--- src/rtl/spi_arb_pkg.sv ---
`default_nettype none
// ============================================================================
// Module   : spi_arb_pkg
// Brief    : Shared types, field widths and helpers for the SPI request
//            arbiter (state encoding, command/length widths, one-hot decode).
// Revision : 1.0  initial release
// ============================================================================
package spi_arb_pkg;

  // Field widths of the SPI core request interface
  localparam int CMD_W = 8;
  localparam int LEN_W = 24;

  // Arbiter FSM states, explicitly encoded on two bits
  typedef enum logic [1:0] {
    IDLE      = 2'd0,
    WAIT_BUSY = 2'd1,
    EXEC      = 2'd2,
    RELEASE   = 2'd3
  } ARB_STATE;

  // Index of the set bit of a one-hot vector (up to 8 requesters); 0 for all-zero
  function automatic logic [2:0] onehot2idx(input logic [7:0] oh);
    logic [2:0] idx;
    idx = 3'd0;
    for (int i = 0; i < 8; i++) begin
      if (oh[i]) begin
        idx = idx | 3'(i);
      end
    end
    return idx;
  endfunction

endpackage : spi_arb_pkg
`default_nettype wire

--- src/rtl/spi_rr_pick.sv ---
`default_nettype none
// ============================================================================
// Module   : spi_rr_pick
// Brief    : Combinational round-robin picker. Returns the one-hot position
//            of the first set request at or after ptr, wrapping cyclically.
// Revision : 1.0  initial release
// ============================================================================
module spi_rr_pick #(
  parameter int NUM   = 4,
  parameter int PTR_W = 2
) (
  input  logic [NUM-1:0]   req,
  input  logic [PTR_W-1:0] ptr,
  output logic [NUM-1:0]   gnt
);

  // Walk the requesters starting at ptr and keep only the first hit
  always_comb begin
    logic             w_found;
    logic [PTR_W-1:0] w_idx;
    gnt     = '0;
    w_found = 1'b0;
    w_idx   = '0;
    for (int k = 0; k < NUM; k++) begin
      w_idx = PTR_W'((int'(ptr) + k) % NUM);
      if (!w_found && req[w_idx]) begin
        gnt[w_idx] = 1'b1;
        w_found    = 1'b1;
      end
    end
  end

endmodule : spi_rr_pick
`default_nettype wire

--- src/rtl/spi_req_arbiter.sv ---
`default_nettype none
// ============================================================================
// Module   : spi_req_arbiter
// Brief    : Round-robin arbiter sharing one SPI flash core request port
//            among NUM function modules. Holds one grant per transfer,
//            forwards the winner's request fields and write stream, and
//            returns core status/read strobes to the winner only.
//            Optional build macro SPI_ARB_TIMEOUT_EN: abort a granted request
//            when the core does not raise busy within TIMEOUT cycles and
//            pulse arb_err.
// Revision : 1.0  initial release
// ============================================================================
module spi_req_arbiter
  import spi_arb_pkg::*;
#(
  parameter int NUM     = 4,
  parameter int DSIZE   = 8,
  parameter int TIMEOUT = 1024
) (
  input  logic                   clock,
  input  logic                   rst_n,
  // requester side
  input  logic [NUM-1:0]         s_request,
  input  logic [NUM*CMD_W-1:0]   s_req_cmd,
  input  logic [NUM*LEN_W-1:0]   s_req_len,
  input  logic [NUM*LEN_W-1:0]   s_req_wr_len,
  input  logic [NUM-1:0]         s_wr_vld,
  input  logic [NUM*DSIZE-1:0]   s_wr_data,
  output logic [NUM-1:0]         s_busy,
  output logic [NUM-1:0]         s_wr_ready,
  output logic [NUM-1:0]         s_clk_en,
  output logic [NUM-1:0]         s_rd_vld,
  output logic [DSIZE-1:0]       s_rd_data,
  // core side
  output logic                   m_request,
  output logic [CMD_W-1:0]       m_req_cmd,
  output logic [LEN_W-1:0]       m_req_len,
  output logic [LEN_W-1:0]       m_req_wr_len,
  output logic                   m_wr_vld,
  output logic [DSIZE-1:0]       m_wr_data,
  input  logic                   m_busy,
  input  logic                   m_wr_ready,
  input  logic                   m_clk_en,
  input  logic                   m_rd_vld,
  input  logic [DSIZE-1:0]       m_rd_data,
  // status
  output logic [NUM-1:0]         grant,
  output logic                   arb_err
);

  localparam int PTR_W = (NUM > 1) ? $clog2(NUM) : 1;

  ARB_STATE         r_state;
  logic [NUM-1:0]   r_grant;
  logic [PTR_W-1:0] r_ptr;
  logic             r_m_request;
  logic             r_arb_err;

  logic [NUM-1:0]   w_pick;
  logic             w_req_g;
  logic [7:0]       w_grant8;
  logic [2:0]       w_gidx;
  logic [PTR_W-1:0] w_next_ptr;

`ifdef SPI_ARB_TIMEOUT_EN
  localparam int               CNT_W      = (TIMEOUT > 1) ? $clog2(TIMEOUT) : 1;
  localparam logic [CNT_W-1:0] C_CNT_LAST = CNT_W'(TIMEOUT - 1);
  logic [CNT_W-1:0] r_cnt;
`else
  // TIMEOUT only matters when the watchdog is built in
  logic w_unused_timeout;
  assign w_unused_timeout = (TIMEOUT > 0);
`endif

  spi_rr_pick #(
    .NUM   (NUM),
    .PTR_W (PTR_W)
  ) u_pick (
    .req (s_request),
    .ptr (r_ptr),
    .gnt (w_pick)
  );

  // Request level of the currently granted requester, and the slot after it
  assign w_req_g    = |(s_request & r_grant);
  assign w_grant8   = 8'(r_grant);
  assign w_gidx     = onehot2idx(w_grant8);
  assign w_next_ptr = (w_gidx == 3'(NUM - 1)) ? '0 : PTR_W'(w_gidx + 3'd1);

  // Arbitration FSM: latch a grant in IDLE, hold it until the core finishes
  always_ff @(posedge clock or negedge rst_n) begin
    if (!rst_n) begin
      r_state     <= IDLE;
      r_grant     <= '0;
      r_ptr       <= '0;
      r_m_request <= 1'b0;
      r_arb_err   <= 1'b0;
`ifdef SPI_ARB_TIMEOUT_EN
      r_cnt       <= '0;
`endif
    end else begin
      r_arb_err <= 1'b0;
`ifdef SPI_ARB_TIMEOUT_EN
      r_cnt     <= '0;
`endif
      case (r_state)
        IDLE: begin
          r_m_request <= 1'b0;
          if (|s_request) begin
            r_grant <= w_pick;
            r_state <= WAIT_BUSY;
          end
        end
        WAIT_BUSY: begin
          if (m_busy) begin
            r_m_request <= 1'b0;
            r_state     <= EXEC;
          end else if (!w_req_g) begin
            // requester withdrew before the core accepted: abort
            r_m_request <= 1'b0;
            r_state     <= RELEASE;
`ifdef SPI_ARB_TIMEOUT_EN
          end else if (r_cnt == C_CNT_LAST) begin
            r_m_request <= 1'b0;
            r_arb_err   <= 1'b1;
            r_state     <= RELEASE;
          end else begin
            r_m_request <= 1'b1;
            r_cnt       <= r_cnt + 1'b1;
          end
`else
          end else begin
            r_m_request <= 1'b1;
          end
`endif
        end
        EXEC: begin
          r_m_request <= 1'b0;
          if (!m_busy) begin
            r_state <= RELEASE;
          end
        end
        RELEASE: begin
          r_m_request <= 1'b0;
          r_grant     <= '0;
          r_ptr       <= w_next_ptr;
          r_state     <= IDLE;
        end
        default: begin
          r_m_request <= 1'b0;
          r_grant     <= '0;
          r_state     <= IDLE;
        end
      endcase
    end
  end

  // Forward the granted requester's fields; all-zero when nobody holds the grant
  always_comb begin
    m_req_cmd    = '0;
    m_req_len    = '0;
    m_req_wr_len = '0;
    m_wr_data    = '0;
    for (int i = 0; i < NUM; i++) begin
      if (r_grant[i]) begin
        m_req_cmd    = m_req_cmd    | s_req_cmd[i*CMD_W +: CMD_W];
        m_req_len    = m_req_len    | s_req_len[i*LEN_W +: LEN_W];
        m_req_wr_len = m_req_wr_len | s_req_wr_len[i*LEN_W +: LEN_W];
        m_wr_data    = m_wr_data    | s_wr_data[i*DSIZE +: DSIZE];
      end
    end
  end

  // Status back to requesters is a single AND with the grant bit
  assign m_wr_vld   = |(s_wr_vld & r_grant);
  assign s_busy     = r_grant & {NUM{m_busy}};
  assign s_wr_ready = r_grant & {NUM{m_wr_ready}};
  assign s_clk_en   = r_grant & {NUM{m_clk_en}};
  assign s_rd_vld   = r_grant & {NUM{m_rd_vld}};
  assign s_rd_data  = m_rd_data;

  assign m_request  = r_m_request;
  assign grant      = r_grant;
  assign arb_err    = r_arb_err;

endmodule : spi_req_arbiter
`default_nettype wire

--- config.mk ---
export PLATFORM = sky130hd
export DESIGN_NAME = spi_req_arbiter
export DESIGN_NICKNAME = d
export VERILOG_FILES = /design/src/rtl/spi_arb_pkg.sv /design/src/rtl/spi_rr_pick.sv /design/src/rtl/spi_req_arbiter.sv
export SDC_FILE = /design/constraint.sdc
export NUM_CORES = 1
export LEC_CHECK = 0
export ABC_AREA = 1
export ABC_CLOCK_PERIOD_IN_PS = 2400
export CORE_AREA = 5 5 144 146
export DETAILED_ROUTE_END_ITERATION = 10
export DIE_AREA = 0 0 149 151
export GPL_ROUTABILITY_DRIVEN = 1
export GPL_TIMING_DRIVEN = 0
export MAX_ROUTING_LAYER = met4
export PLACE_DENSITY = 0.62
export SLEW_MARGIN = 25
export SYNTH_ARGS = -nofsm -noshare
export SYNTH_HDL_FRONTEND = slang
export SYNTH_SLANG_ARGS = --single-unit
--- constraint.sdc ---
create_clock -name clock -period 2.4 [get_ports clock]
set_input_delay 0.72 -clock clock [delete_from_list [all_inputs] [get_ports clock]]
set_output_delay 0.72 -clock clock [all_outputs]
set_load 0.01 [all_outputs]
After elaboration in Yosys (flattened, before gate mapping)
Index checks and enable logic that the tools add are counted.
- register bits: 9
- word-level logic and storage cells: 115
- $add $sub $neg: 4
- order comparisons: 8
- equal/unequal tests: 7
- multiplexer cells: 53
- bitwise gates (word level): 21
- reduce and logical (&&, ||, !) cells: 18
- operators with widths (cell ; count):
    $mux W24 ; 8
    $or A24 B24 Y24 ; 6
    $mux W8 ; 8
    $or A8 B8 Y8 ; 6
    $and A4 B4 Y4 ; 6
    $mux W4 ; 5
    $mux W1 ; 14
    $mux W2 ; 7
    $lt A2 B3 Y1 const B ; 4
    $or A4 B4 Y4 ; 3
    $reduce_or A4 Y1 ; 3
    $bmux W1 S2 ; 4
    $demux W1 S2 ; 4
    $ge A2 B1 Y1 const B ; 4
    $pmux W2 S4 ; 1
    $pmux W4 S2 ; 1
    $logic_and A1 B1 Y1 ; 7
    $eq A2 B2 Y1 const B ; 3
    $add A2 B1 Y2 const B ; 2
    $add A2 B2 Y2 const B ; 2
    $ne A2 B2 Y1 const B ; 2
    $logic_not A1 Y1 ; 3
    $ne A3 B3 Y1 const B ; 1
    $reduce_and A3 Y1 ; 1
    other kinds (6) ; 6

Depth between registers and ports, before layout
- word-level depth: 14
- gate-level depth with buffers: 11

Hierarchy
From an unflattened synthesis, not the netlist that was laid out.
- cell total of the unflattened synthesis: 538
- area, all modules: 2696.3 µm²
- modules (own cells, without submodules) (module ; instances ; cells an instance ; area each (µm²) ; seq. area each (µm²)):
    spi_req_arbiter ; 1 ; 465 ; 2297.2 ; 225.2
    spi_rr_pick ; 1 ; 73 ; 399.1 ; 0.0

Worst setup path after synthesis
No wires, ideal clock.
- path kind: flip-flop to output port
- from: register r_grant[1], in the netlist grant[1]
- to: output port m_req_cmd[5]
- data arrival time: 1.136 ns
- required time: 1.680 ns
- slack: 0.544 ns
- stages on the path, launching flop included: 5
- path buffers: 2
- cell sequence: dfrtp_1 > clkbuf_1 > clkbuf_1 > nand2_1 > nand4_1
- longest elaborated chain between the ends: 5
- ends and longest elaborated chain (item ; RTL line ; RTL):
    from (decl) ; spi_req_arbiter.sv:54 ; logic [NUM-1:0] r_grant;
    from (signal assigned) ; spi_req_arbiter.sv:110 ; r_grant <= w_pick;
    $mux W8 * ; spi_req_arbiter.sv:165 ; if (r_grant[i]) begin
    $or A8 B8 Y8 ; spi_req_arbiter.sv:166 ; m_req_cmd = m_req_cmd | s_req_cmd[i*CMD_W +: CMD_W];
    $mux W8 * ; spi_req_arbiter.sv:165 ;
    $or A8 B8 Y8 ; spi_req_arbiter.sv:166 ;
    $mux W8 * ; spi_req_arbiter.sv:165 ;
    to (decl) ; spi_req_arbiter.sv:36 ; output logic [CMD_W-1:0] m_req_cmd,
Mark *: on every way between the ends. The rest lies on a longest branch, timed or not.

Final worst setup path
- from: input port s_req_wr_len[14]
- to: output port m_req_wr_len[14]
- longest elaborated chain between the ends: 7
- ends and longest elaborated chain (item ; RTL line ; RTL):
    from (decl) ; spi_req_arbiter.sv:26 ; input logic [NUM*LEN_W-1:0] s_req_wr_len,
    $mux W24 * ; spi_req_arbiter.sv:165 ;
    $or A24 B24 Y24 ; spi_req_arbiter.sv:168 ; m_req_wr_len = m_req_wr_len | s_req_wr_len[i*LEN_W +: LEN_W];
    $mux W24 * ; spi_req_arbiter.sv:165 ;
    $or A24 B24 Y24 ; spi_req_arbiter.sv:168 ;
    $mux W24 * ; spi_req_arbiter.sv:165 ;
    $or A24 B24 Y24 ; spi_req_arbiter.sv:168 ;
    $mux W24 * ; spi_req_arbiter.sv:165 ;
    to (decl) ; spi_req_arbiter.sv:38 ; output logic [LEN_W-1:0] m_req_wr_len,
Marked as above.

==> impl_metrics.tcl <==
set metrics [dict create \
    whs_endpoint "r_state[1]" \
    r2r_end "grant[1]" \
    global_route_wire_length_before_repair_um 27400 \
    most_common_cell_after_layout_fill_and_taps_aside "sky130_fd_sc_hd__nand2_1" \
    clkSlewWorstSetupHoldPaths_ns 0.04 \
    critical-path-slowest-cell "sky130_fd_sc_hd__clkdlybuf4s50_1" \
    crit_path_start_kind "input port" \
    timing.critical_path.to_type "output port" \
    place.gp.congestion 0.859 \
    cts-htree-levels 1 \
    finish.cell_count_without_fillers 1170 \
    route.vias.total 4769 \
    pwr_density_cell_nw_per_um2 851 \
    async_reset_ff_frac 1.00 \
    min-delay-path-class "flip-flop to flip-flop" \
    hold_path_depth 2 \
    cts_tree "done" \
    synthDistinctLibCells 21 \
    hpwl_reported_at_the_end_of_detailed_placement_um 16800 \
    grt_antenna_before_repair 1 \
    syn-cell-area_um2 2600 \
    timing.critical_path.slowest_cell_delay_ns 0.43 \
    die_height_um 151 \
    number_of_slew_limit_violations_in_the_final_report 0 \
    post-route-cell-area_um2 6720 \
    worst_hold_startpoint "r_state[1]" \
    critical_path.top_delay_family "buffers and inverters" \
    final.period_utilization 0.999 \
    crit_chain "clkdlybuf4s50_1 -> nand2_1 -> nand4_1 -> buf_2" \
    ys.warnings.count 0 \
    reg2reg_launch_point "r_ptr[0]" \
    drive_gt1_frac 0.0786 \
    clock_network_latency_to_the_later_pin_of_the_worst_skew_pair_ns 0.23 \
    numPlacedInstances 1160 \
    worst-path-max-fanout 1 \
    num-nets-final 1194 \
    die_area_um2 22500 \
    global_route_total_usage_across_every_layer 0.163 \
    switching_power_uw 3020 \
    root_buffer "sky130_fd_sc_hd__clkbuf_16" \
    post_synth.cell_area_avg_um2 4.89 \
    total_i_o_pin_count 373 \
    run_status "finished, final reports clean" \
    count_of_buffering_cells_on_the_critical_path_with_inverters_included 2 \
    synth-edff-count 0 \
    grt_pass1_vias 4815 \
    start_util 0.135 \
    layout_common_cells "sky130_fd_sc_hd__nand2_1, sky130_fd_sc_hd__clkdlybuf4s50_1, sky130_fd_sc_hd__nand4_1" \
    drv.max_cap_violation_count 0 \
    numPortBuffers 363 \
    design_power_total_uw 5720 \
    fin_worst_skew_ns 0.000472 \
    synth-seq-cells 9 \
    area_growth_synth_to_finish_pct 159 \
    power.static_leakage_uw 0.00308 \
    power.clock.fraction 0.051 \
    grt_start_max_net_pins 12 \
    timing.reg2reg.worst_path_depth 11 \
    setup_viol 0 \
    p_comb_frac 0.886 \
    postSynth.topFlopCell "sky130_fd_sc_hd__dfrtp_1" \
    floorplan.rows 51 \
    drt-vias-per-instance 4.08 \
    tritoncts.num_buffers 3 \
    coreArea_um2 19300 \
    synth.net_count 822 \
    max_clock_freq_mhz 417 \
    totalWireLength_um 19900 \
    int_pwr_uw 2700 \
    holdBufCountCts 0 \
    irDropWorstVdd_mv 0.291 \
    yosysSeqAreaShare 0.0866 \
    setup.reg_to_reg.worst_slack_ns 0.43 \
    routed_wirelength_normalized_by_instance_count_um 17.0 \
    route.antenna.remaining_nets 0 \
    critPathArrivalTime_ns 1.68 \
    pwr-share-seq 0.062 \
    timing.critical_path.required_ns 1.68 \
    clkSinkCount 9 \
    dr.first_iter.drc_count 180 \
    drt-pass1-iter-count 5 \
    clock_tree.buffer_depth 2 \
    syn_inst 532 \
    timing_hold_violations_final 0 \
    critical_path_class "input port to output port" \
    die_width_um 149 \
    grt_remaining_overflow 0 \
    placement.cell_area_um2 6570 \
    post-route-min-period_ns 2.40 \
    swShare 0.528 \
    drc 0 \
]
-- how the worst max path moves through the flow --
stage                startpoint                to  slack [ns]  cells past startpoint
2_1_floorplan          grant[1]      m_req_cmd[5]        0.54                      4
3_3_place_gp           grant[3]     m_req_len[18]       -1.04                      5
3_5_place_dp           grant[3]     m_req_len[18]       -1.03                      5
4_1_cts        s_req_wr_len[61]  m_req_wr_len[13]       0.004                      4
5_1_grt                grant[2]         s_busy[2]      -0.001                      5
6_report       s_req_wr_len[14]  m_req_wr_len[14]       0.003                      4
-- metal layers --
layer / vias to the layer above / wire [um] / GRT usage
li1: 2445 / - / -
met1: 2070 / 7890 / 0.195
met2: 240 / 10200 / 0.293
met3: 14 / 1540 / 0.0263
met4: 0 / 258 / 0.0297
met5: - / 0 / -
-- power by group through the flow --
stage / logic, uW / clock network (uW) / registers (uW)
detailed placement: 5540 / 0 / 305
floorplan: 2460 / 0 / 296
global placement: 5530 / 0 / 302
CTS: 5150 / 299 / 359
global route: 5570 / 303 / 366
finish: 5070 / 294 / 357
-- per-stage QoR --
stage               setup slack (ns)  hold slack (ns)  setup TNS [ns]   util
finish                       0.00318            0.668               0  0.349
global route                -0.00117            0.717        -0.00117  0.349
CTS                          0.00391            0.666               0  0.349
detailed placement             -1.03            0.657          -47.18  0.341
global placement               -1.04            0.656          -46.57  0.341
floorplan                      0.544            0.424               0      -
-- cell usage after synthesis (3+ instances only) --
master,number,share of area
sky130_fd_sc_hd__o21ai_0,3,0.0058
sky130_fd_sc_hd__ha_1,12,0.058
sky130_fd_sc_hd__dfrtp_1,9,0.087
sky130_fd_sc_hd__inv_1,27,0.039
sky130_fd_sc_hd__inv_2,3,0.0043
sky130_fd_sc_hd__clkinv_1,4,0.0058
sky130_fd_sc_hd__nand2_1,322,0.46
sky130_fd_sc_hd__nand4_1,66,0.16
sky130_fd_sc_hd__buf_4,9,0.026
sky130_fd_sc_hd__nand2_2,3,0.0072
sky130_fd_sc_hd__clkbuf_1,32,0.046
sky130_fd_sc_hd__nand3_1,22,0.042
sky130_fd_sc_hd__nor2_1,7,0.010
-- worst reg2reg max path: stages (launching register included) --
cell and delay [ns]:
sky130_fd_sc_hd__dfrtp_1 0.55, sky130_fd_sc_hd__inv_2 0.19, sky130_fd_sc_hd__ha_1 0.38, sky130_fd_sc_hd__inv_1 0.10, sky130_fd_sc_hd__nand3_1 0.08, sky130_fd_sc_hd__nand2_1 0.10, sky130_fd_sc_hd__nand2_4 0.08, sky130_fd_sc_hd__nor2_4 0.14
sky130_fd_sc_hd__nand2_1 0.07, sky130_fd_sc_hd__nand3_1 0.10, sky130_fd_sc_hd__nand2_1 0.07, sky130_fd_sc_hd__nand2_1 0.06
-- flip-flops by register name, indices dropped and copies added, names as in the netlist --
register,count
grant,4
r_state,2
r_ptr,2
m_request,1
-- cell families (layout without fill, tap and decap cells) --
logic type / count (synthesis) / count (layout) / share of synthesized area
adders and majority gates: 12 / 12 / 0.0577
DFF: 9 / 9 / 0.0866
and+or+nand+nor: 426 / 426 / 0.714
AOI/OAI and AO/OA: 9 / 9 / 0.0188
buffers and inverters: 75 / 446 / 0.121
other: 1 / 3 / 0.00144
-- cell type report --
class                   instances  area, um^2
fillers                      2123       12500
flip-flops and latches          9         233
repair buffers                372        3620
plain buffers                  36         269
inverters                      34         128
diodes                          2        5.00
clock buffers                   4        78.8
multi-input cells             448        2060
well taps                     265         332
-- what timing repair did --
action / 4_1_cts / 5_1_grt
buffers inserted: 9 / 0
pin swaps: 1 / 1
gates resized for setup: 137 / 22
setup endpoints to repair: 81 / 29
No activity file was read; power rests on OpenSTA's default activity.
